`src/rtl/servant_uart_mon.sv`:
```
`default_nettype none
// ============================================================================
// Module      : servant_uart_mon
// Description : 8N1 serial receive monitor for the servant `q` output.
//               Recovers bytes from the line, queues them in a small FIFO
//               and presents them on a valid/ready stream. Flags framing
//               errors (stop bit low) and overruns (good byte dropped).
// Ports       : wb_clk, wb_rst   clock, async active-high reset
//               i_rx             serial line, idles high, asynchronous
//               o_data/o_valid   FIFO head byte / FIFO non-empty
//               i_ready          consumer accept (pop on o_valid & i_ready)
//               o_level          FIFO occupancy
//               o_frame_err      one-cycle pulse on a bad stop bit
//               o_overrun        sticky drop flag, cleared by i_clr
//               o_busy           receive FSM not idle
// Revision    : 1.0 - initial release
// ============================================================================
module servant_uart_mon #(
   parameter int CLKS_PER_BIT = 555,
   parameter int DEPTH        = 4
) (
   input  logic                   wb_clk,
   input  logic                   wb_rst,
   input  logic                   i_rx,
   output logic [7:0]             o_data,
   output logic                   o_valid,
   input  logic                   i_ready,
   output logic [$clog2(DEPTH):0] o_level,
   output logic                   o_frame_err,
   output logic                   o_overrun,
   input  logic                   i_clr,
   output logic                   o_busy
);

   localparam int          c_AW       = $clog2(DEPTH);
   localparam logic [15:0] c_CNT_FULL = 16'(CLKS_PER_BIT - 1);
   localparam logic [15:0] c_CNT_HALF = 16'(CLKS_PER_BIT / 2 - 1);

   typedef enum logic [2:0] {
      S_IDLE  = 3'd0,
      S_START = 3'd1,
      S_DATA  = 3'd2,
      S_STOP  = 3'd3,
      S_BREAK = 3'd4
   } state_t;

   // ------------------------------------------------------------------
   // Input synchronizer plus one history flop for falling-edge detect
   // ------------------------------------------------------------------
   logic r_sync1, r_sync2, r_rx_prev;
   logic w_rx, w_fall;

   always_ff @(posedge wb_clk or posedge wb_rst) begin
      if (wb_rst) begin
         r_sync1   <= 1'b1;
         r_sync2   <= 1'b1;
         r_rx_prev <= 1'b1;
      end else begin
         r_sync1   <= i_rx;
         r_sync2   <= r_sync1;
         r_rx_prev <= r_sync2;
      end
   end

   assign w_rx   = r_sync2;
   assign w_fall = r_rx_prev & ~r_sync2;

   // ------------------------------------------------------------------
   // Receive FSM
   // ------------------------------------------------------------------
   state_t      r_state;
   logic [15:0] r_cnt;
   logic [2:0]  r_bit_idx;
   logic [7:0]  r_shift;
   logic        r_frame_err;
   logic        w_tick;

   assign w_tick = (r_cnt == 16'd0);

   always_ff @(posedge wb_clk or posedge wb_rst) begin
      if (wb_rst) begin
         r_state     <= S_IDLE;
         r_cnt       <= 16'd0;
         r_bit_idx   <= 3'd0;
         r_shift     <= 8'h00;
         r_frame_err <= 1'b0;
      end else begin
         r_frame_err <= 1'b0;
         // Free-running down count; every sampling state reloads it.
         if (r_cnt != 16'd0) begin
            r_cnt <= r_cnt - 16'd1;
         end
         case (r_state)
            S_IDLE: begin
               if (w_fall) begin
                  // Half a bit puts the first sample in the middle of the start bit.
                  r_cnt   <= c_CNT_HALF;
                  r_state <= S_START;
               end
            end
            S_START: begin
               if (w_tick) begin
                  if (!w_rx) begin
                     r_cnt     <= c_CNT_FULL;
                     r_bit_idx <= 3'd0;
                     r_state   <= S_DATA;
                  end else begin
                     r_state <= S_IDLE;   // glitch, not a start bit
                  end
               end
            end
            S_DATA: begin
               if (w_tick) begin
                  r_shift <= {w_rx, r_shift[7:1]};   // LSB arrives first
                  r_cnt   <= c_CNT_FULL;
                  if (r_bit_idx == 3'd7) begin
                     r_state <= S_STOP;
                  end else begin
                     r_bit_idx <= r_bit_idx + 3'd1;
                  end
               end
            end
            S_STOP: begin
               if (w_tick) begin
                  if (w_rx) begin
                     // Push happens this cycle; back to IDLE at once so a
                     // start edge on the very next cycle is not missed.
                     r_state <= S_IDLE;
                  end else begin
                     r_frame_err <= 1'b1;
                     r_state     <= S_BREAK;
                  end
               end
            end
            S_BREAK: begin
               // Wait out a held-low line so it yields a single error.
               if (w_rx) begin
                  r_state <= S_IDLE;
               end
            end
            default: r_state <= S_IDLE;
         endcase
      end
   end

   // ------------------------------------------------------------------
   // Byte FIFO: pointers carry one extra wrap bit to tell full from empty
   // ------------------------------------------------------------------
   logic [c_AW:0] r_wptr, r_rptr;
   logic [7:0]    r_mem [DEPTH];
   logic          r_overrun;
   logic          w_empty, w_full, w_pop, w_push_req, w_push, w_drop;

   assign w_empty    = (r_wptr == r_rptr);
   assign w_full     = ((r_wptr ^ r_rptr) == {1'b1, {c_AW{1'b0}}});
   assign w_pop      = ~w_empty & i_ready;
   assign w_push_req = (r_state == S_STOP) & w_tick & w_rx;
   // A pop in the same cycle frees the slot, so a full FIFO still accepts.
   assign w_push     = w_push_req & (~w_full | w_pop);
   assign w_drop     = w_push_req & w_full & ~w_pop;

   always_ff @(posedge wb_clk or posedge wb_rst) begin
      if (wb_rst) begin
         r_wptr <= '0;
         r_rptr <= '0;
         for (int i = 0; i < DEPTH; i++) begin
            r_mem[i] <= 8'h00;
         end
      end else begin
         if (w_push) begin
            r_mem[r_wptr[c_AW-1:0]] <= r_shift;
            r_wptr                  <= r_wptr + 1'b1;
         end
         if (w_pop) begin
            r_rptr <= r_rptr + 1'b1;
         end
      end
   end

   // Sticky overrun; a new drop outranks a simultaneous clear.
   always_ff @(posedge wb_clk or posedge wb_rst) begin
      if (wb_rst) begin
         r_overrun <= 1'b0;
      end else if (w_drop) begin
         r_overrun <= 1'b1;
      end else if (i_clr) begin
         r_overrun <= 1'b0;
      end
   end

   assign o_data      = r_mem[r_rptr[c_AW-1:0]];
   assign o_valid     = ~w_empty;
   assign o_level     = r_wptr - r_rptr;
   assign o_frame_err = r_frame_err;
   assign o_overrun   = r_overrun;
   assign o_busy      = (r_state != S_IDLE);

endmodule
`default_nettype wire

```
`config.mk`:
```
export PLATFORM = sky130hd
export DESIGN_NAME = servant_uart_mon
export DESIGN_NICKNAME = d
export VERILOG_FILES = /design/src/rtl/servant_uart_mon.sv
export SDC_FILE = /design/constraint.sdc
export NUM_CORES = 1
export LEC_CHECK = 0
export CORE_UTILIZATION = 50
export CTS_CLUSTER_DIAMETER = 150
export DETAILED_ROUTE_END_ITERATION = 7
export PLACE_DENSITY = 0.69
export SKIP_LAST_GASP = 1
export SLEW_MARGIN = 5
export SYNTH_ARGS = -nofsm -noshare
export SYNTH_HDL_FRONTEND = slang
export SYNTH_SLANG_ARGS = --single-unit
```
`constraint.sdc`:
```
create_clock -name wb_clk -period 3.4 [get_ports wb_clk]
set_input_delay 0.34 -clock wb_clk [delete_from_list [all_inputs] [get_ports wb_clk]]
set_output_delay 0.34 -clock wb_clk [all_outputs]
set_load 0.005 [all_outputs]
```
# After elaboration in Yosys (flattened, before gate mapping)
# Index checks and enable logic that the tools add are counted.
[word_totals] output_inout_bits=15 input_bits=5 word_cells=94 reg_bits=73
[op_classes] magnitude_cmp=3 mux=31 n_eq_ne=15 reduce_logical=10 bitwise_logic=15 addsub=5
[op_table] operator="two-way mux 16 bit" n=5
[op_table] operator="one-hot mux 16 bit (3 select lines)" n=1
[op_table] operator="two-way mux 3 bit" n=11
[op_table] operator="bitwise mux 32 bit" n=1
[op_table] operator="two-way mux 8 bit" n=3
[op_table] operator="binary-select mux 8 bit (select 2 bit)" n=1
[op_table] operator="demux 8 bit (select 2 bit)" n=1
[op_table] operator="zero test 16 bit" n=1
[op_table] operator="!= test 2 bit, second input constant" n=8
[op_table] operator="nonzero test 16 bit" n=1
[op_table] operator="subtractor 16 x 1 -> 16 bit, second input constant" n=1
[op_table] operator="one-hot mux 3 bit (5 select lines)" n=1
[op_table] operator="adder 3 x 1 -> 3 bit, second input constant" n=3
[op_table] operator="== test 3 bit, second input constant" n=3
[op_table] operator="AND 1 bit" n=7
[op_table] operator="== test 3 x 2 -> 1 bit, second input constant" n=2
[op_table] operator="greater-or-equal comparator 3 bit, second input constant" n=2
[op_table] operator="inverter 2 -> 3 bit" n=2
[op_table] operator="one-hot mux 3 bit (2 select lines)" n=1
[op_table] operator="AND reduction 6 bit" n=1
[op_table] operator="two-way mux 1 bit" n=5
[op_table] operator="AND reduction 5 bit" n=1
[op_table] operator="inverter 1 bit" n=4
[op_table] operator="nonzero test 2 bit" n=2
[op_table] operator="other kinds (11)" n=11

# Logic depth before layout (Yosys ltp)
[depth] depth_word=6 mapped_depth=10 ltp_nobuf=9

# Worst setup path before layout
# Ideal clock, no wire load.
[synth_path] kind="flip-flop to flip-flop" startpoint="reg r_cnt[4]" endpoint="reg r_cnt[0]" synth_period_minus_slack_ps=2569 path_buffers=1 setup_slack_ps=831 t_arrival_ps=2449 stages_incl_launch_ff=10 cell_sequence="dfrtp_1 or4_1 buf_2 nor4_4 nand2_1 ha_1 nor2_1 a22oi_1 o22ai_1 a31o_2"
[synth_between] elab_chain_len=5
[synth_rtl] item="start: declaration" line="72" text="logic [15:0] r_cnt;"
[synth_rtl] item="start signal: assignment" line="91" text="r_cnt <= r_cnt - 16'd1;"
[synth_rtl] item="start signal: assignment" line="97" text="r_cnt <= c_CNT_HALF;"
[synth_rtl] item="start signal: assignment" line="104" text="r_cnt <= c_CNT_FULL;"
[synth_rtl] item="nonzero test 16 bit" line="90" text="if (r_cnt != 16'd0) begin"
[synth_rtl] item="two-way mux 16 bit" line="90"
[synth_rtl] item="two-way mux 16 bit" line="103" text="if (!w_rx) begin"
[synth_rtl] item="two-way mux 16 bit" line="102" text="if (w_tick) begin"
[synth_rtl] item="one-hot mux 16 bit (3 select lines) (*)" line="93" text="case (r_state)"
# Every way passes the cells marked *; elsewhere a longest branch is shown, timed or not.
# A chain may end at the register's enable or synchronous reset.

# Worst setup path in the final report
[layout_path] startpoint="reg r_rptr[0]" endpoint="out o_level[1]"
[layout_between] elab_chain_len=1
[layout_rtl] item="start: declaration" line="149" text="logic [c_AW:0] r_wptr, r_rptr;"
[layout_rtl] item="start signal: assignment" line="175" text="r_rptr <= r_rptr + 1'b1;"
[layout_rtl] item="subtractor 3 bit" line="193" text="assign o_level = r_wptr - r_rptr;"
[layout_rtl] item="end: declaration" line="28" text="output logic [$clog2(DEPTH):0] o_level,"
# Every way passes these cells.

==> metrics.csv <==
metric,value,unit
status,completed,
start_kind,register,
period_minus_slack,2.68,ns
vdd_ir_drop_max,0.000222,V
grtUsageMet3,5.97,%
start_util,52.6,%
yosysWarnings,0,
hold_slack,0.358,ns
yosysTopAreaCell,dfrtp_1,
r2r_setup_slack,0.77,ns
hold_path_end,r_sync2,
crit_type,reg -> out,
powerDensity,611,nW/um^2
synth_area,3610,um^2
grt-busiest-layer,met1,
cts_buffer_depth,2,
rsz0062_at_grt,no,
grt_max_degree,44,
htreeDepth,3,
synthTopCellsByArea,"dfrtp_1, mux2_2, mux4_2",
port_buffers,19,
drt-total-wl,6790,um
grtUsageTotal,20.6,%
drv_cap,0,
hold_viol,0,
ys_seq_area_share,50.7,%
p_total,2.51,mW
placementRows,30,
routabilityCongestion,0.846,
first_iter_violations,120,
dp_hpwl,4570,um
cp_data_arrival_time,2.34,ns
synth_ff_type,dfrtp_1,
cts_hold_buf,0,
drc_errors,0,
cts.sinks,73,
drt-vias-per-instance,5.71,
setup_viol,0,
slew_violations,0,
r2r_cells,9,
reg2reg_from,r_cnt[4],
ant_nets,0,
antenna_found_initial,0,
vias,2358,
synth.avg_cell_area,12.4,um^2
yosysTopAreaCellShare,48.5,%
totalNegativeSetupSlack,0,ns
grt_pass1_vias,2298,
synthCells,290,
antenna_cells,0,
post_cts_resized,0,
fin_area,4110,um^2
worst_slew_pin_slew,0.940,ns
grt_pass1_wl,11600,um
yosysUniqueCellTypes,51,
cp.required,3.06,ns
fin_skew,0.0102,ns
tritoncts,done,
dp_slack,0.783,ns
layout.nets,329,
dieWidth,87.0,um
worstSetupStartpoint,r_rptr[0],
dieArea,7560,um^2
fin_ws,0.717,ns
syn2layout_area_growth,14.0,%
p_leak,1.83,nW
clk_pin_slew,0.07,ns
fmax,373,MHz
slew_headroom,37.3,%
pin_count,20,
async_reset_ff_share,100,%
whs_path_depth,0,
r2r-end,r_cnt[0],
clock-root-buffer,clkbuf_8,
cp-end-kind,output port,
synth_edf_count,0,
drt-pass1-iter-count,4,
utilization,59.9,%
worstHoldStart,r_sync1,
post_cts_buffers,0,
cts-buffers-inserted,9,
nFillCells,536,
use_met2,29.2,%
ys_ff_latch,73,
core,6870,um^2
drive_gt1_share,28.1,%
layout.cells.non_filler,413,
wl_per_cell,16.4,um
dpl.cell_count,397,
placedInstanceArea,3920,um^2
syn-num-nets,307,
hp-class,reg -> reg,
met1_usage,30.1,%
fin_crit_sh,78.9,%
critPathMaxFanout,11,
insertion_delay,0.35,ns
grt_overflow,0,
die_h,87.0,um
## power by group
group / total, mW / leakage, nW / internal, mW / switching [mW]
Clock: 0.679 / 0.0993 / 0.358 / 0.321
Combinational: 0.665 / 0.758 / 0.344 / 0.321
Sequential: 1.17 / 0.972 / 0.975 / 0.193
Total: 2.51 / 1.83 / 1.68 / 0.835
## sequential cells by signal, indices dropped and copies added, names as in the netlist
| signal | cells |
|---|---|
| r_shift | 8 |
| r_state | 3 |
| r_wptr | 3 |
| r_sync2 | 1 |
| r_cnt | 16 |
| r_mem | 32 |
| o_overrun | 1 |
| o_frame_err | 1 |
| r_rptr | 3 |
| r_bit_idx | 3 |
| r_rx_prev | 1 |
| r_sync1 | 1 |
## cell type report
class / instances / area [um^2] / area share (%)
multi-input cells: 192 / 1680 / 40.8
inverters: 12 / 45.0 / 1.09
well taps: 96 / 120 / 2.92
repair buffers: 24 / 240 / 5.84
clock inverters: 5 / 56.3 / 1.37
clock buffers: 11 / 141 / 3.44
flip-flops and latches: 73 / 1830 / 44.5
## cell usage in the layout, fill, tap and decap left out, types with 6 or more instances in the layout
cell / Yosys / routed
mux2_2: 42 / 42
nand3_1: 7 / 7
nand2_1: 9 / 9
clkbuf_8: 0 / 10
inv_1: 12 / 11
clkdlybuf4s50_1: 0 / 19
nor3_1: 6 / 6
ha_1: 11 / 11
xnor2_1: 7 / 7
or4_1: 8 / 8
a21oi_1: 12 / 12
nor2_1: 8 / 8
mux4_2: 8 / 8
o21ai_0: 11 / 11
dfrtp_1: 70 / 70
or3_1: 8 / 8
## layer usage
layer,part of all wire [%],wire (um),up-vias
met1,50,3380,1193
li1,-,-,1126
met4,1.3,85,0
met5,0,0,-
met2,46,3100,32
met3,3.2,216,7
## cells by family after synthesis
group	Yosys count	share of synthesized area, %
adder cells (fa/ha/maj)	12	4.37
buffers and inverters	25	2.74
AND/OR/NAND/NOR	77	14.1
AO/OA/AOI/OAI	45	8.01
flip-flops	73	50.7
multiplexers	51	18.4
XOR/XNOR	7	1.70
## synth_stat cells (2+ instances only)
cell and number:
nand3_2 4, nor2_1 8, buf_2 3, a21oi_1 12
nand2_1 9, xnor2_1 7, and4_1 2, o22ai_1 2
nand4_1 2, clkbuf_1 9, dfrtp_1 70, or3_1 8
a22o_1 2, a211oi_1 2, ha_1 11, mux4_2 8
o2bb2ai_1 2, o21ai_0 11, nand2b_1 2, or2_2 4
o31ai_1 4, mux2_2 42, inv_1 12, or3b_2 2
dfstp_2 3, nor3b_1 2, nor2b_1 2, nor4_1 4
nor3_1 6, nand3_1 7, or4_1 8
## worst max-delay path: stages, from the launching register on
cell,delay [ns]
dfrtp_1,0.77
ha_1,0.28
fa_1,0.41
inv_1,0.06
clkdlybuf4s50_1,0.48
## how the worst max path moves through the flow
stage	endpoint	slack, ns	depth (start not counted)
2_1_floorplan	r_cnt[0]	0.83	9
3_3_place_gp	r_cnt[0]	0.83	9
3_5_place_dp	r_cnt[0]	0.78	9
4_1_cts	o_level[1]	0.67	4
5_1_grt	o_level[2]	0.56	4
6_report	o_level[1]	0.72	4
Note: power is estimated with default switching activity, not from simulation.
